### src/rtl/alu_pkg.sv
// Shared opcode encodings, FSM states and default widths for the ALU scheduler.
package alu_pkg;

  localparam int DEF_DATA_W = 16;
  localparam int DEF_RES_W  = 32;

  localparam logic [2:0] OP_ADD     = 3'b000;
  localparam logic [2:0] OP_SUB     = 3'b001;
  localparam logic [2:0] OP_MUL     = 3'b010;
  localparam logic [2:0] OP_SHL     = 3'b011;
  localparam logic [2:0] OP_SHR     = 3'b100;
  localparam logic [2:0] OP_ASHL    = 3'b101;
  localparam logic [2:0] OP_ASHR    = 3'b110;
  localparam logic [2:0] OP_ILLEGAL = 3'b111;

  typedef enum logic [1:0] {
    ST_IDLE = 2'd0,
    ST_EXEC = 2'd1,
    ST_RESP = 2'd2
  } state_t;

  // Only add and subtract report signed overflow.
  function automatic logic is_arith(input logic [2:0] op);
    return (op == OP_ADD) || (op == OP_SUB);
  endfunction

endpackage

### src/rtl/rr_arb2.sv
// Two-way round-robin grant; the pointer register is owned by the parent.
module rr_arb2 (
  input  logic       valid0,
  input  logic       valid1,
  input  logic       pointer,
  output logic [1:0] grant
);

  always_comb begin
    grant = 2'b00;
    if (valid0 && valid1) begin
      grant = pointer ? 2'b10 : 2'b01;
    end else begin
      grant = {valid1, valid0};
    end
  end

endmodule

### src/rtl/simpleALU.sv
// Combinational 16-bit signed ALU producing a 32-bit sign-extended result.
module simpleALU
  import alu_pkg::*;
(
  input  logic [2:0]            opcode,
  input  logic [DEF_DATA_W-1:0] a,
  input  logic [DEF_DATA_W-1:0] b,
  output logic [DEF_RES_W-1:0]  result,
  output logic                  is_ovf
);

  logic signed [DEF_RES_W-1:0] a_ext;
  logic signed [DEF_RES_W-1:0] b_ext;
  logic signed [DEF_RES_W-1:0] sum;
  logic signed [DEF_RES_W-1:0] diff;
  logic [DEF_DATA_W-1:0]       shift;

  assign a_ext = {{(DEF_RES_W-DEF_DATA_W){a[DEF_DATA_W-1]}}, a};
  assign b_ext = {{(DEF_RES_W-DEF_DATA_W){b[DEF_DATA_W-1]}}, b};
  assign sum   = a_ext + b_ext;
  assign diff  = a_ext - b_ext;

  // Overflow means the 17-bit true value does not fit back into 16 bits.
  always_comb begin
    result = '0;
    is_ovf = 1'b0;
    shift  = '0;
    case (opcode)
      OP_ADD: begin
        result = sum;
        is_ovf = sum[DEF_DATA_W] ^ sum[DEF_DATA_W-1];
      end
      OP_SUB: begin
        result = diff;
        is_ovf = diff[DEF_DATA_W] ^ diff[DEF_DATA_W-1];
      end
      OP_MUL: result = a_ext * b_ext;
      OP_SHL, OP_ASHL: begin
        shift  = a << b;
        result = {{(DEF_RES_W-DEF_DATA_W){shift[DEF_DATA_W-1]}}, shift};
      end
      OP_SHR: begin
        shift  = a >> b;
        result = {{(DEF_RES_W-DEF_DATA_W){shift[DEF_DATA_W-1]}}, shift};
      end
      OP_ASHR: begin
        shift  = $signed(a) >>> b;
        result = {{(DEF_RES_W-DEF_DATA_W){shift[DEF_DATA_W-1]}}, shift};
      end
      default: result = '0;
    endcase
  end

endmodule

### src/rtl/alu_rr_scheduler.sv
// Shares one simpleALU between two requesters with round-robin arbitration.
// Define ALU_OVF_CNT_EN to add the saturating ovf_count output.
module alu_rr_scheduler
  import alu_pkg::*;
#(
  parameter int DATA_W     = DEF_DATA_W,
  parameter int RES_W      = DEF_RES_W,
  parameter bit PRIO_RESET = 1'b0
`ifdef ALU_OVF_CNT_EN
  ,parameter int CNT_W     = 16
`endif
) (
  input  logic              clk,
  input  logic              rst_n,
  input  logic              req0_valid,
  output logic              req0_ready,
  input  logic [2:0]        req0_opcode,
  input  logic [DATA_W-1:0] req0_a,
  input  logic [DATA_W-1:0] req0_b,
  input  logic              req1_valid,
  output logic              req1_ready,
  input  logic [2:0]        req1_opcode,
  input  logic [DATA_W-1:0] req1_a,
  input  logic [DATA_W-1:0] req1_b,
  output logic              rsp_valid,
  input  logic              rsp_ready,
  output logic              rsp_id,
  output logic [RES_W-1:0]  rsp_result,
  output logic              rsp_ovf,
  output logic              rsp_err
`ifdef ALU_OVF_CNT_EN
  ,output logic [CNT_W-1:0] ovf_count
`endif
);

  state_t            state_q;
  state_t            state_d;
  logic              ptr_q;
  logic [1:0]        grant;
  logic              accept;
  logic [2:0]        op_q;
  logic [DATA_W-1:0] a_q;
  logic [DATA_W-1:0] b_q;
  logic              id_q;
  logic [RES_W-1:0]  alu_result;
  logic              alu_ovf;
  logic              illegal;
  logic              ovf_next;

  rr_arb2 u_arb (
    .valid0  (req0_valid),
    .valid1  (req1_valid),
    .pointer (ptr_q),
    .grant   (grant)
  );

  // Ready is gated by rst_n so both stay low while reset is held.
  assign accept     = (state_q == ST_IDLE) && (grant != 2'b00);
  assign req0_ready = rst_n && (state_q == ST_IDLE) && grant[0];
  assign req1_ready = rst_n && (state_q == ST_IDLE) && grant[1];

  always_ff @(posedge clk or negedge rst_n) begin
    if (!rst_n) begin
      state_q <= ST_IDLE;
    end else begin
      state_q <= state_d;
    end
  end

  always_comb begin
    state_d = state_q;
    case (state_q)
      ST_IDLE: if (accept) state_d = ST_EXEC;
      ST_EXEC: state_d = ST_RESP;
      ST_RESP: if (rsp_ready) state_d = ST_IDLE;
      default: state_d = ST_IDLE;
    endcase
  end

  // The ALU only ever sees the latched command, never the live request ports.
  simpleALU u_alu (
    .opcode (op_q),
    .a      (a_q),
    .b      (b_q),
    .result (alu_result),
    .is_ovf (alu_ovf)
  );

  assign illegal  = (op_q == OP_ILLEGAL);
  assign ovf_next = alu_ovf && is_arith(op_q);

  always_ff @(posedge clk or negedge rst_n) begin
    if (!rst_n) begin
      ptr_q      <= PRIO_RESET;
      op_q       <= '0;
      a_q        <= '0;
      b_q        <= '0;
      id_q       <= 1'b0;
      rsp_valid  <= 1'b0;
      rsp_id     <= 1'b0;
      rsp_result <= '0;
      rsp_ovf    <= 1'b0;
      rsp_err    <= 1'b0;
    end else begin
      if (accept) begin
        op_q  <= grant[1] ? req1_opcode : req0_opcode;
        a_q   <= grant[1] ? req1_a : req0_a;
        b_q   <= grant[1] ? req1_b : req0_b;
        id_q  <= grant[1];
        ptr_q <= grant[0];
      end
      if (state_q == ST_EXEC) begin
        rsp_valid  <= 1'b1;
        rsp_id     <= id_q;
        rsp_result <= illegal ? '0 : alu_result;
        rsp_ovf    <= ovf_next;
        rsp_err    <= illegal;
      end
      if ((state_q == ST_RESP) && rsp_ready) begin
        rsp_valid <= 1'b0;
      end
    end
  end

`ifdef ALU_OVF_CNT_EN
  always_ff @(posedge clk or negedge rst_n) begin
    if (!rst_n) begin
      ovf_count <= '0;
    end else if ((state_q == ST_EXEC) && ovf_next && (ovf_count != {CNT_W{1'b1}})) begin
      ovf_count <= ovf_count + 1'b1;
    end
  end
`endif

endmodule

### config.mk
export PLATFORM = sky130hd
export DESIGN_NAME = alu_rr_scheduler
export DESIGN_NICKNAME = d
export VERILOG_FILES = /design/src/rtl/alu_pkg.sv /design/src/rtl/rr_arb2.sv /design/src/rtl/simpleALU.sv /design/src/rtl/alu_rr_scheduler.sv
export SDC_FILE = /design/constraint.sdc
export NUM_CORES = 1
export LEC_CHECK = 0
export ABC_AREA = 1
export BUFFER_PORTS_ARGS = -buffer_cell sky130_fd_sc_hd__buf_2
export CORE_ASPECT_RATIO = 0.5
export CORE_MARGIN = 2
export CORE_UTILIZATION = 50
export CTS_CLUSTER_DIAMETER = 30
export CTS_CLUSTER_SIZE = 40
export DETAILED_ROUTE_END_ITERATION = 8
export GPL_TIMING_DRIVEN = 0
export MAX_ROUTING_LAYER = met4
export PLACE_DENSITY = 0.78
export SLEW_MARGIN = 15
export SYNTH_ARGS = -nofsm -noshare
export SYNTH_HDL_FRONTEND = slang
export SYNTH_SLANG_ARGS = --single-unit
### constraint.sdc
create_clock -name clk -period 10.2 [get_ports clk]
set_input_delay 1.02 -clock clk [delete_from_list [all_inputs] [get_ports clk]]
set_output_delay 1.02 -clock clk [all_outputs]
set_load 0.02 [all_outputs]
==> results of run 1 <==
[cell families (layout without fill, tap and decap cells)]
family                   Yosys count  after routing  synth area share [%]
AND/OR/NAND/NOR                 1193           1193                  28.5
buffers and inverters            645            774                  14.4
adder cells (fa/ha/maj)          379            379                  37.6
AO/OA/AOI/OAI                    274            274                  8.40
flip-flops                        75             75                  10.5
XOR/XNOR                          13             13                 0.637
[cells in the final DEF, fill, tap and decap left out, types with 7 or more instances in the layout]
master / count
xnor2_1: 8
clkbuf_16: 9
inv_1: 518
or2_2: 14
inv_2: 9
buf_1: 21
dfrtp_1: 75
buf_4: 11
a21oi_1: 111
o211ai_1: 7
nand3_2: 12
nor2_2: 8
nand2_2: 20
nand2_1: 741
a31oi_1: 39
clkbuf_1: 50
nand3_1: 168
o21ai_0: 85
o21bai_1: 10
nor2_1: 162
buf_2: 135
fa_1: 264
ha_1: 115
o21ai_1: 8
nor3_1: 12
nand4_1: 36
[registers in the layout (all words and copies together), names as in the netlist]
register / flops
rsp_result: 32
rsp_id: 1
b_q: 16
id_q: 1
rsp_err: 1
ptr_q: 1
op_q: 3
rsp_ovf: 1
state_q: 2
a_q: 16
rsp_valid: 1
[stage by stage]
stage                     utilization (%)  area [um^2]
final                                55.5        19300
after floorplan                         -        17900
after CTS                            55.5        19300
after global placement               54.7        19000
after detailed placement             54.7        19100
after global routing                 55.5        19300
[layer usage]
| layer | wire [um] | up-vias | share of wire, % |
|---|---|---|---|
| met2 | 30700 | 841 | 45 |
| li1 | - | 8099 | - |
| met3 | 6230 | 174 | 9.0 |
| met1 | 28500 | 8742 | 41 |
| met4 | 3370 | 0 | 4.9 |
| met5 | 0 | - | 0 |
[path summary, 6_finish.rpt]
path	to	slack, ns	from
min reg2reg	rsp_result[17]	0.48	rsp_result[17]
max in group asynchronous	rsp_result[25]	8.91	rst_n
min	rsp_result[17]	0.48	rsp_result[17]
max reg2reg	rsp_result[31]	2.41	a_q[15]
max	rsp_result[31]	2.41	a_q[15]
min in group asynchronous	rsp_result[9]	0.64	rst_n
[critical path, stage by stage, from the launching register on]
cell and delay, ns:
dfrtp_1 0.56, clkbuf_1 0.70, nand2_1 0.52, inv_1 0.42
fa_1 0.64, fa_1 0.92, fa_1 0.53, fa_1 0.50
fa_1 0.49, inv_1 0.05, fa_1 0.47, inv_1 0.04
ha_1 0.35, nand2_1 0.17, o21ai_0 0.37, a21oi_1 0.10
o21ai_0 0.22, nand2b_1 0.13, nand3_1 0.07, nand3_1 0.22
nand2_1 0.09, nand2_1 0.07, nand2_1 0.06
[cell type report]
cell class / count / area, um^2
Timing Repair Buffer: 113 / 583
Buffer: 115 / 583
Fill cell: 3458 / 15500
Inverter: 530 / 1990
Sequential cell: 75 / 1880
Clock inverter: 7 / 60.1
Multi-Input combinational cell: 1859 / 13400
Clock buffer: 9 / 225
Tap cell: 475 / 594
==> flow_metrics.env, run 1 <==
export IMPL_globalRouteMet2Util_pct=61.0
export IMPL_core_area_um2=34800
export IMPL_grt_pass1_wl_mm=104
export IMPL_cts_sinks=75
export IMPL_totalWireLength_mm=68.8
export IMPL_fin_cells=3183
export IMPL_insertedDiodeCount=0
export IMPL_rsz0062_at_grt="no"
export IMPL_hpwlAfterDp_mm=57.9
export IMPL_period_minus_slack_ns=7.79
export IMPL_grt_pass1_vias=17600
export IMPL_grtUsageMet1_pct=49.6
export IMPL_finalWorstSetupSlack_ns=2.41
export IMPL_initial_core_util_pct=51.3
export IMPL_dpl_cell_count=3167
export IMPL_post_place_ws_ns=2.62
export IMPL_yosysMostFrequentCell="nand2_1"
export IMPL_cts_hold_buffers=0
export IMPL_final_nets=3157
export IMPL_fin_tns_setup_ns=0
export IMPL_synth_edff_count=0
export IMPL_synthArstFlopShare_pct=100
export IMPL_slew_violations=0
export IMPL_cp_start_kind="flop"
export IMPL_drv_cap=0
export IMPL_area_growth_pct=8.18
export IMPL_drive_gt1_share_pct=9.16
export IMPL_synth_seq_cells=75
export IMPL_ys_types=48
export IMPL_synth_area_leaders="fa_1 30%, nand2_1 16%, inv_1 11%"
export IMPL_numCtsBuffers=9
export IMPL_yosysSeqAreaShare_pct=10.5
export IMPL_globalRouteTotalUtil_pct=39.0
export IMPL_syn_area_per_cell_um2=6.93
export IMPL_use_met3_pct=7.70
export IMPL_drtIter0Drc=1823
export IMPL_reg2reg_depth=22
export IMPL_std_cell_rows=48
export IMPL_worstHoldPathCells=2
export IMPL_yosys_top_cells_count="741 x nand2_1, 518 x inv_1, 264 x fa_1, 168 x nand3_1, 162 x nor2_1"
export IMPL_worst_setup_path_end_kind="flop"
export IMPL_outcome="finished clean"
export IMPL_root_buffer="clkbuf_16"
export IMPL_io_pins=113
export IMPL_clkLatencyLatePin_ns=0.37
export IMPL_fmax_ghz=0.128
export IMPL_drc=0
export IMPL_slew_headroom_pct=23.9
export IMPL_hold_violations=0
export IMPL_firstDrtPassIters=8
export IMPL_crit_required_ns=10.46
export IMPL_syn_inst=2579
export IMPL_die_area_um2=37400
export IMPL_synth_top_cell_by_area="fa_1"
export IMPL_tritoncts="built"
export IMPL_via_count=17900
export IMPL_die_w_um=271
export IMPL_cts_resized=0
export IMPL_arrival_ns=8.06
export IMPL_grt_start_max_net_pins=43
export IMPL_grt_busiest_layer="met2"
export IMPL_crit_type="flop to flop"
export IMPL_ys_warn_count=0
export IMPL_clock_path_buffers=2
export IMPL_fin_crit_sh_pct=76.4
export IMPL_skew_ns=0.0104
export IMPL_post_cts_buffers=0
export IMPL_cts_max_level=3
export IMPL_max_slew_worst_pin_slew_ns=1.14
export IMPL_holdWs_ns=0.476
export IMPL_syn_nets=3033
export IMPL_io_buffers=112
export IMPL_worstHoldPathType="flop to flop"
export IMPL_finalSetupViolCount=0
export IMPL_avgViaCountPerCell=5.61
export IMPL_syn_area_um2=17900
export IMPL_final_antenna_net_count=0
export IMPL_path_clk_slew_ns=0.07
export IMPL_synth_top_area_share_pct=29.6
export IMPL_critPathMaxFanout=10
export IMPL_routedWlPerCell_um=21.6
export IMPL_die_h_um=138
export IMPL_grt_ovfl_total=0
export IMPL_antenna_found_initial=1
export IMPL_synth_ff_type="dfrtp_1"
export IMPL_gp_congestion=1.04
Power of run 1 is left out: the tool's default activity adds up to more than one toggle a clock period on the data nets, which glitch-free logic cannot reach.
==> run 2: changes to the inputs <==
--- a/config.mk
+++ b/config.mk
@@ -5,7 +5,7 @@
 export SDC_FILE = /design/constraint.sdc
 export NUM_CORES = 1
 export LEC_CHECK = 0
-export ABC_AREA = 1
+export ABC_AREA = 0
 export BUFFER_PORTS_ARGS = -buffer_cell sky130_fd_sc_hd__buf_2
 export CORE_ASPECT_RATIO = 0.5
 export CORE_MARGIN = 2
==> constraint.sdc (replaced) <==
create_clock -name clk -period 8.05 [get_ports clk]
set_input_delay 0.805 -clock clk [delete_from_list [all_inputs] [get_ports clk]]
set_output_delay 0.805 -clock clk [all_outputs]
set_load 0.02 [all_outputs]
==> flow_metrics.env, run 2 <==
export IMPL_outcome="finished clean"
export IMPL_via_count=15300
export IMPL_synth_top_area_share_pct=31.4
export IMPL_syn_area_um2=16800
export IMPL_path_cells="clkbuf_1 -> clkbuf_1 -> nand2_1 -> fa_1 -> fa_1 -> fa_1 -> inv_1 -> fa_1 -> fa_1 -> inv_1 -> fa_1 -> inv_1 -> ha_1 -> clkbuf_1 -> a21oi_1 -> nor2b_1 -> a31oi_1 -> nand3_1 -> a21oi_1 -> o21ai_0 -> xor2_1 -> a221o_1"
export IMPL_slew_headroom_pct=33.8
export IMPL_fin_area_um2=18300
export IMPL_io_pins=113
export IMPL_tritoncts="built"
export IMPL_rsz0062_at_grt="yes"
export IMPL_syn_inst=1944
export IMPL_synth_ff_type="dfrtp_1"
export IMPL_core_area_um2=33100
export IMPL_cts_sinks=75
export IMPL_skew_ns=0.00880
export IMPL_cts_max_level=3
export IMPL_synth_edff_count=0
export IMPL_yosys_top_cells_count="321 x inv_1, 264 x fa_1, 175 x nand2_1, 151 x nor2_1, 115 x ha_1"
export IMPL_fin_tns_setup_ns=0
export IMPL_root_buffer="clkbuf_16"
export IMPL_hpwlAfterDp_mm=48.6
export IMPL_yosysSeqAreaShare_pct=11.2
export IMPL_worst_setup_path_end_kind="flop"
export IMPL_top_register="rsp_result"
export IMPL_gp_congestion=1.04
export IMPL_grt_ovfl_total=0
export IMPL_synthArstFlopShare_pct=100
export IMPL_cpMostUsedCell="fa_1"
export IMPL_rrSetupSlack_ns=0.01
export IMPL_placed_area_um2=17900
export IMPL_path_delay_family="adder cells"
export IMPL_synth_seq_cells=75
export IMPL_path_clk_slew_ns=0.07
export IMPL_io_buffers=112
export IMPL_synth_top_cell_by_area="fa_1"
export IMPL_grt_start_max_net_pins=44
export IMPL_drtIter0Drc=1754
export IMPL_antenna_found_initial=2
export IMPL_cp_start_kind="flop"
export IMPL_final_cell_mix="321 x inv_1, 263 x fa_1, 175 x nand2_1"
export IMPL_final_antenna_net_count=0
export IMPL_hold_violations=0
export IMPL_clock_path_buffers=2
export IMPL_crit_required_ns=8.29
export IMPL_crit_type="flop to flop"
export IMPL_drv_cap=0
export IMPL_grt_pass1_vias=15700
export IMPL_syn_area_per_cell_um2=8.65
export IMPL_drc=0
export IMPL_routedWlPerCell_um=23.9
export IMPL_initial_core_util_pct=50.8
export IMPL_ys_warn_count=0
export IMPL_worstHoldPathType="input port to asynchronous set/reset pin"
export IMPL_arrival_ns=8.28
export IMPL_finalSetupViolCount=0
export IMPL_grt_pass1_wl_mm=91.9
export IMPL_die_h_um=134
export IMPL_globalRouteTotalUtil_pct=36.0
export IMPL_syn_nets=2398
export IMPL_critPathMaxFanout=10
export IMPL_period_minus_slack_ns=8.04
export IMPL_clkLatencyLatePin_ns=0.36
export IMPL_largest_registers="rsp_result: 32 flops, a_q: 16 flops, b_q: 16 flops"
export IMPL_slew_violations=0
export IMPL_insertedDiodeCount=0
export IMPL_nFillCells=3041
export IMPL_final_nets=2521
export IMPL_std_cell_rows=47
export IMPL_critPathSlowestCell="clkbuf_1"
export IMPL_largest_reg_flops=32
export IMPL_layout_commonest_cell="inv_1"
export IMPL_drive_gt1_share_pct=9.80
export IMPL_ys_types=78
export IMPL_max_slew_worst_pin_slew_ns=0.994
export IMPL_fin_crit_sh_pct=99.8
export IMPL_synth_area_leaders="fa_1 31%, dfrtp_1 11%, ha_1 8.6%"
export IMPL_cpPeakStageDelay_ns=0.74
export IMPL_yosysMostFrequentCell="inv_1"
export IMPL_die_area_um2=35200
export IMPL_numCtsBuffers=9
export IMPL_cts_hold_buffers=0
export IMPL_area_growth_pct=8.73
export IMPL_totalWireLength_mm=60.0
export IMPL_die_w_um=263
export IMPL_firstDrtPassIters=6
export IMPL_path_buf_inv=6
export IMPL_avgViaCountPerCell=6.09
export IMPL_fmax_ghz=0.124
[run 2: through the flow]
step	utilization (%)	setup WS (ns)	hold slack, ns	std cells
after floorplan	-	1.32	0.470	1944
after global placement	54.1	-0.365	0.456	2497
after detailed placement	54.2	-0.375	0.462	2498
after CTS	55.1	0.00954	0.462	2512
after global routing	55.2	-0.129	0.494	2513
final	55.2	0.0121	0.441	2513
[run 2: logic make-up (layout without fill, tap and decap cells)]
group	count (synthesis)	in the layout	share of synthesized area [%]
buffers and inverters	451	579	10.5
DFF	75	75	11.2
and+or+nand+nor	546	546	15.3
xor gates and xnor gates	47	47	2.45
AOI/OAI and AO/OA	362	362	14.2
muxes	84	84	6.45
adders and majority gates	379	379	40.0
[run 2: layer usage]
| metal | track usage, % | up-vias | part of all wire, % |
|---|---|---|---|
| met1 | 46.5 | 7567 | 39 |
| li1 | - | 6555 | - |
| met2 | 52.5 | 977 | 42 |
| met3 | 8.93 | 214 | 12 |
| met5 | - | - | 0 |
| met4 | 19.5 | 0 | 6.2 |
[run 2: layout make-up]
cell class | count | area (um^2) | share of cell area [%]
buffer | 120 | 529 | 2.90
clock inverter | 6 | 72.6 | 0.397
timing repair buffer | 115 | 598 | 3.27
multi-input combinational | 1418 | 13200 | 72.1
clock buffer | 10 | 239 | 1.31
tap | 441 | 552 | 3.02
inverter | 328 | 1230 | 6.74
sequential | 75 | 1880 | 10.3
[run 2: worst paths after layout]
check / cells past startpoint / start / to
worst max-delay path: 22 / a_q[8] / rsp_result[20]
worst min-delay path: 1 / rst_n / rsp_result[3]
worst max register to register: 22 / a_q[8] / rsp_result[20]
worst min register to register: 1 / rsp_result[3] / rsp_result[3]
max in group asynchronous: 2 / rst_n / rsp_result[31]
min in group clk: 1 / rsp_result[3] / rsp_result[3]
[run 2: timing repair]
item                       4_1_cts  5_1_grt
pin swaps                        0        1
setup endpoints to repair       15       16
gates resized for setup          5       14
buffers inserted                 0        2
Power of run 2 is left out for the same reason.
==> run 3: changes to the inputs <==
--- a/config.mk
+++ b/config.mk
@@ -16,6 +16,7 @@
 export GPL_TIMING_DRIVEN = 0
 export MAX_ROUTING_LAYER = met4
 export PLACE_DENSITY = 0.78
+export RECOVER_POWER = 25
 export SLEW_MARGIN = 15
 export SYNTH_ARGS = -nofsm -noshare
 export SYNTH_HDL_FRONTEND = slang
==> flow_metrics.env, run 3 (synthesis results as in run 2) <==
export IMPL_grt_ovfl_total=0
export IMPL_hold_violations=0
export IMPL_critPathMaxFanout=10
export IMPL_layout_commonest_cell="inv_1"
export IMPL_clock_path_buffers=2
export IMPL_fin_crit_sh_pct=99.5
export IMPL_final_antenna_net_count=0
export IMPL_finalSetupViolCount=0
export IMPL_globalRouteTotalUtil_pct=36.0
export IMPL_arrival_ns=8.25
export IMPL_outcome="complete, but fails checks"
export IMPL_die_area_um2=35200
export IMPL_die_h_um=134
export IMPL_largest_registers="rsp_result: 32 flops, a_q: 16 flops, b_q: 16 flops"
export IMPL_core_area_um2=33100
export IMPL_antenna_found_initial=2
export IMPL_insertedDiodeCount=0
export IMPL_multi_input_area_um2=13200
export IMPL_nFillCells=3043
export IMPL_final_nets=2521
export IMPL_finalWorstSetupSlack_ns=0.0419
export IMPL_placed_area_um2=17900
export IMPL_fin_area_um2=18300
export IMPL_die_w_um=263
export IMPL_fmax_ghz=0.125
export IMPL_area_growth_pct=8.60
export IMPL_grt_pass1_wl_mm=91.9
export IMPL_hpwlAfterDp_mm=48.6
export IMPL_routedWlPerCell_um=23.8
export IMPL_firstDrtPassIters=8
export IMPL_io_buffers=112
export IMPL_period_minus_slack_ns=8.01
export IMPL_std_cell_rows=47
export IMPL_max_slew_worst_pin_slew_ns=2.45
export IMPL_grt_start_max_net_pins=44
export IMPL_fin_util_pct=55.1
export IMPL_worstHoldPathType="flop to flop"
export IMPL_totalWireLength_mm=59.9
export IMPL_post_place_ws_ns=-0.375
export IMPL_io_pins=113
export IMPL_drive_gt1_share_pct=9.65
export IMPL_numCtsBuffers=9
export IMPL_drtIter0Drc=1756
export IMPL_slew_headroom_pct=-63.1
export IMPL_drv_cap=2
export IMPL_initial_core_util_pct=50.8
export IMPL_via_count=15400
export IMPL_cts_sinks=75
export IMPL_violations="max-capacitance violations, max-slew violations"
export IMPL_tritoncts="built"
export IMPL_cts_hold_buffers=0
export IMPL_grt_pass1_vias=15700
export IMPL_avgViaCountPerCell=6.11
export IMPL_crit_type="flop to flop"
export IMPL_worst_setup_path_end_kind="flop"
export IMPL_gp_congestion=1.04
export IMPL_cp_start_kind="flop"
export IMPL_path_clk_slew_ns=0.07
export IMPL_root_buffer="clkbuf_16"
export IMPL_drc=0
export IMPL_crit_required_ns=8.29
export IMPL_top_register="rsp_result"
export IMPL_skew_ns=0.00854
export IMPL_largest_reg_flops=32
export IMPL_clkLatencyLatePin_ns=0.35
export IMPL_rsz0062_at_grt="yes"
export IMPL_seqCellArea_um2=1880
export IMPL_cts_max_level=3
export IMPL_slew_violations=79
export IMPL_final_cell_mix="321 x inv_1, 263 x fa_1, 175 x nand2_1"
==> run 3: worst paths after layout <==
check	end	slack [ns]	depth (start not counted)	from
worst max register to register	rsp_result[20]	0.04	22	a_q[9]
worst min-delay path	rsp_result[3]	0.47	1	rsp_result[3]
worst min register to register	rsp_result[3]	0.47	1	rsp_result[3]
max in group asynchronous	rsp_result[31]	4.21	2	rst_n
worst max-delay path	rsp_result[20]	0.04	22	a_q[9]
min in group asynchronous	rsp_result[3]	1.18	1	rst_n
==> run 3: what timing repair did <==
item,CTS,global route
resized for setup,5,14
buffers inserted,0,2
pin swaps,0,1
setup endpoints to repair,15,16
gates cloned,0,0
==> run 3: per-stage QoR <==
stage,setup TNS (ns),std cells,hold slack (ns)
after floorplan,0,1944,0.470
after global placement,-3.54,2497,0.456
after detailed placement,-3.57,2498,0.462
after CTS,0,2512,0.462
after global routing,-0.406,2513,0.496
final,0,2513,0.472
==> run 3: layer usage <==
metal	wire [um]	up-vias	part of all wire [%]	global-route usage (%)
li1	-	6562	-	-
met1	23700	7600	40	46.5
met2	25400	987	42	52.5
met3	7110	205	12	8.93
met4	3730	0	6.2	19.5
met5	0	-	0	-
==> run 3: critical path: stages (launching register included) <==
cell and delay [ns]:
dfrtp_1 0.58, clkbuf_1 0.65, clkbuf_1 0.61, nand2_1 0.19, fa_1 0.54, fa_1 0.47, fa_1 0.55, inv_1 0.06
fa_1 0.44, fa_1 0.51, inv_1 0.05, fa_1 0.47, inv_1 0.04, ha_1 0.26, clkbuf_1 0.22, a21oi_1 0.21
nor2b_1 0.07, a31oi_1 0.51, nand3_1 0.44, a21oi_1 0.38, o21ai_0 0.16, xor2_1 0.16, a221o_1 0.32
==> run 3: cell type report <==
| class | count | share of cell area, % |
|---|---|---|
| flip-flops and latches | 75 | 10.3 |
| clock inverters | 6 | 0.398 |
| inverters | 328 | 6.74 |
| well taps | 441 | 3.02 |
| repair buffers | 115 | 3.16 |
| clock buffers | 10 | 1.31 |
| plain buffers | 120 | 2.90 |
| multi-input cells | 1418 | 72.2 |
Power of run 3 is left out for the same reason.
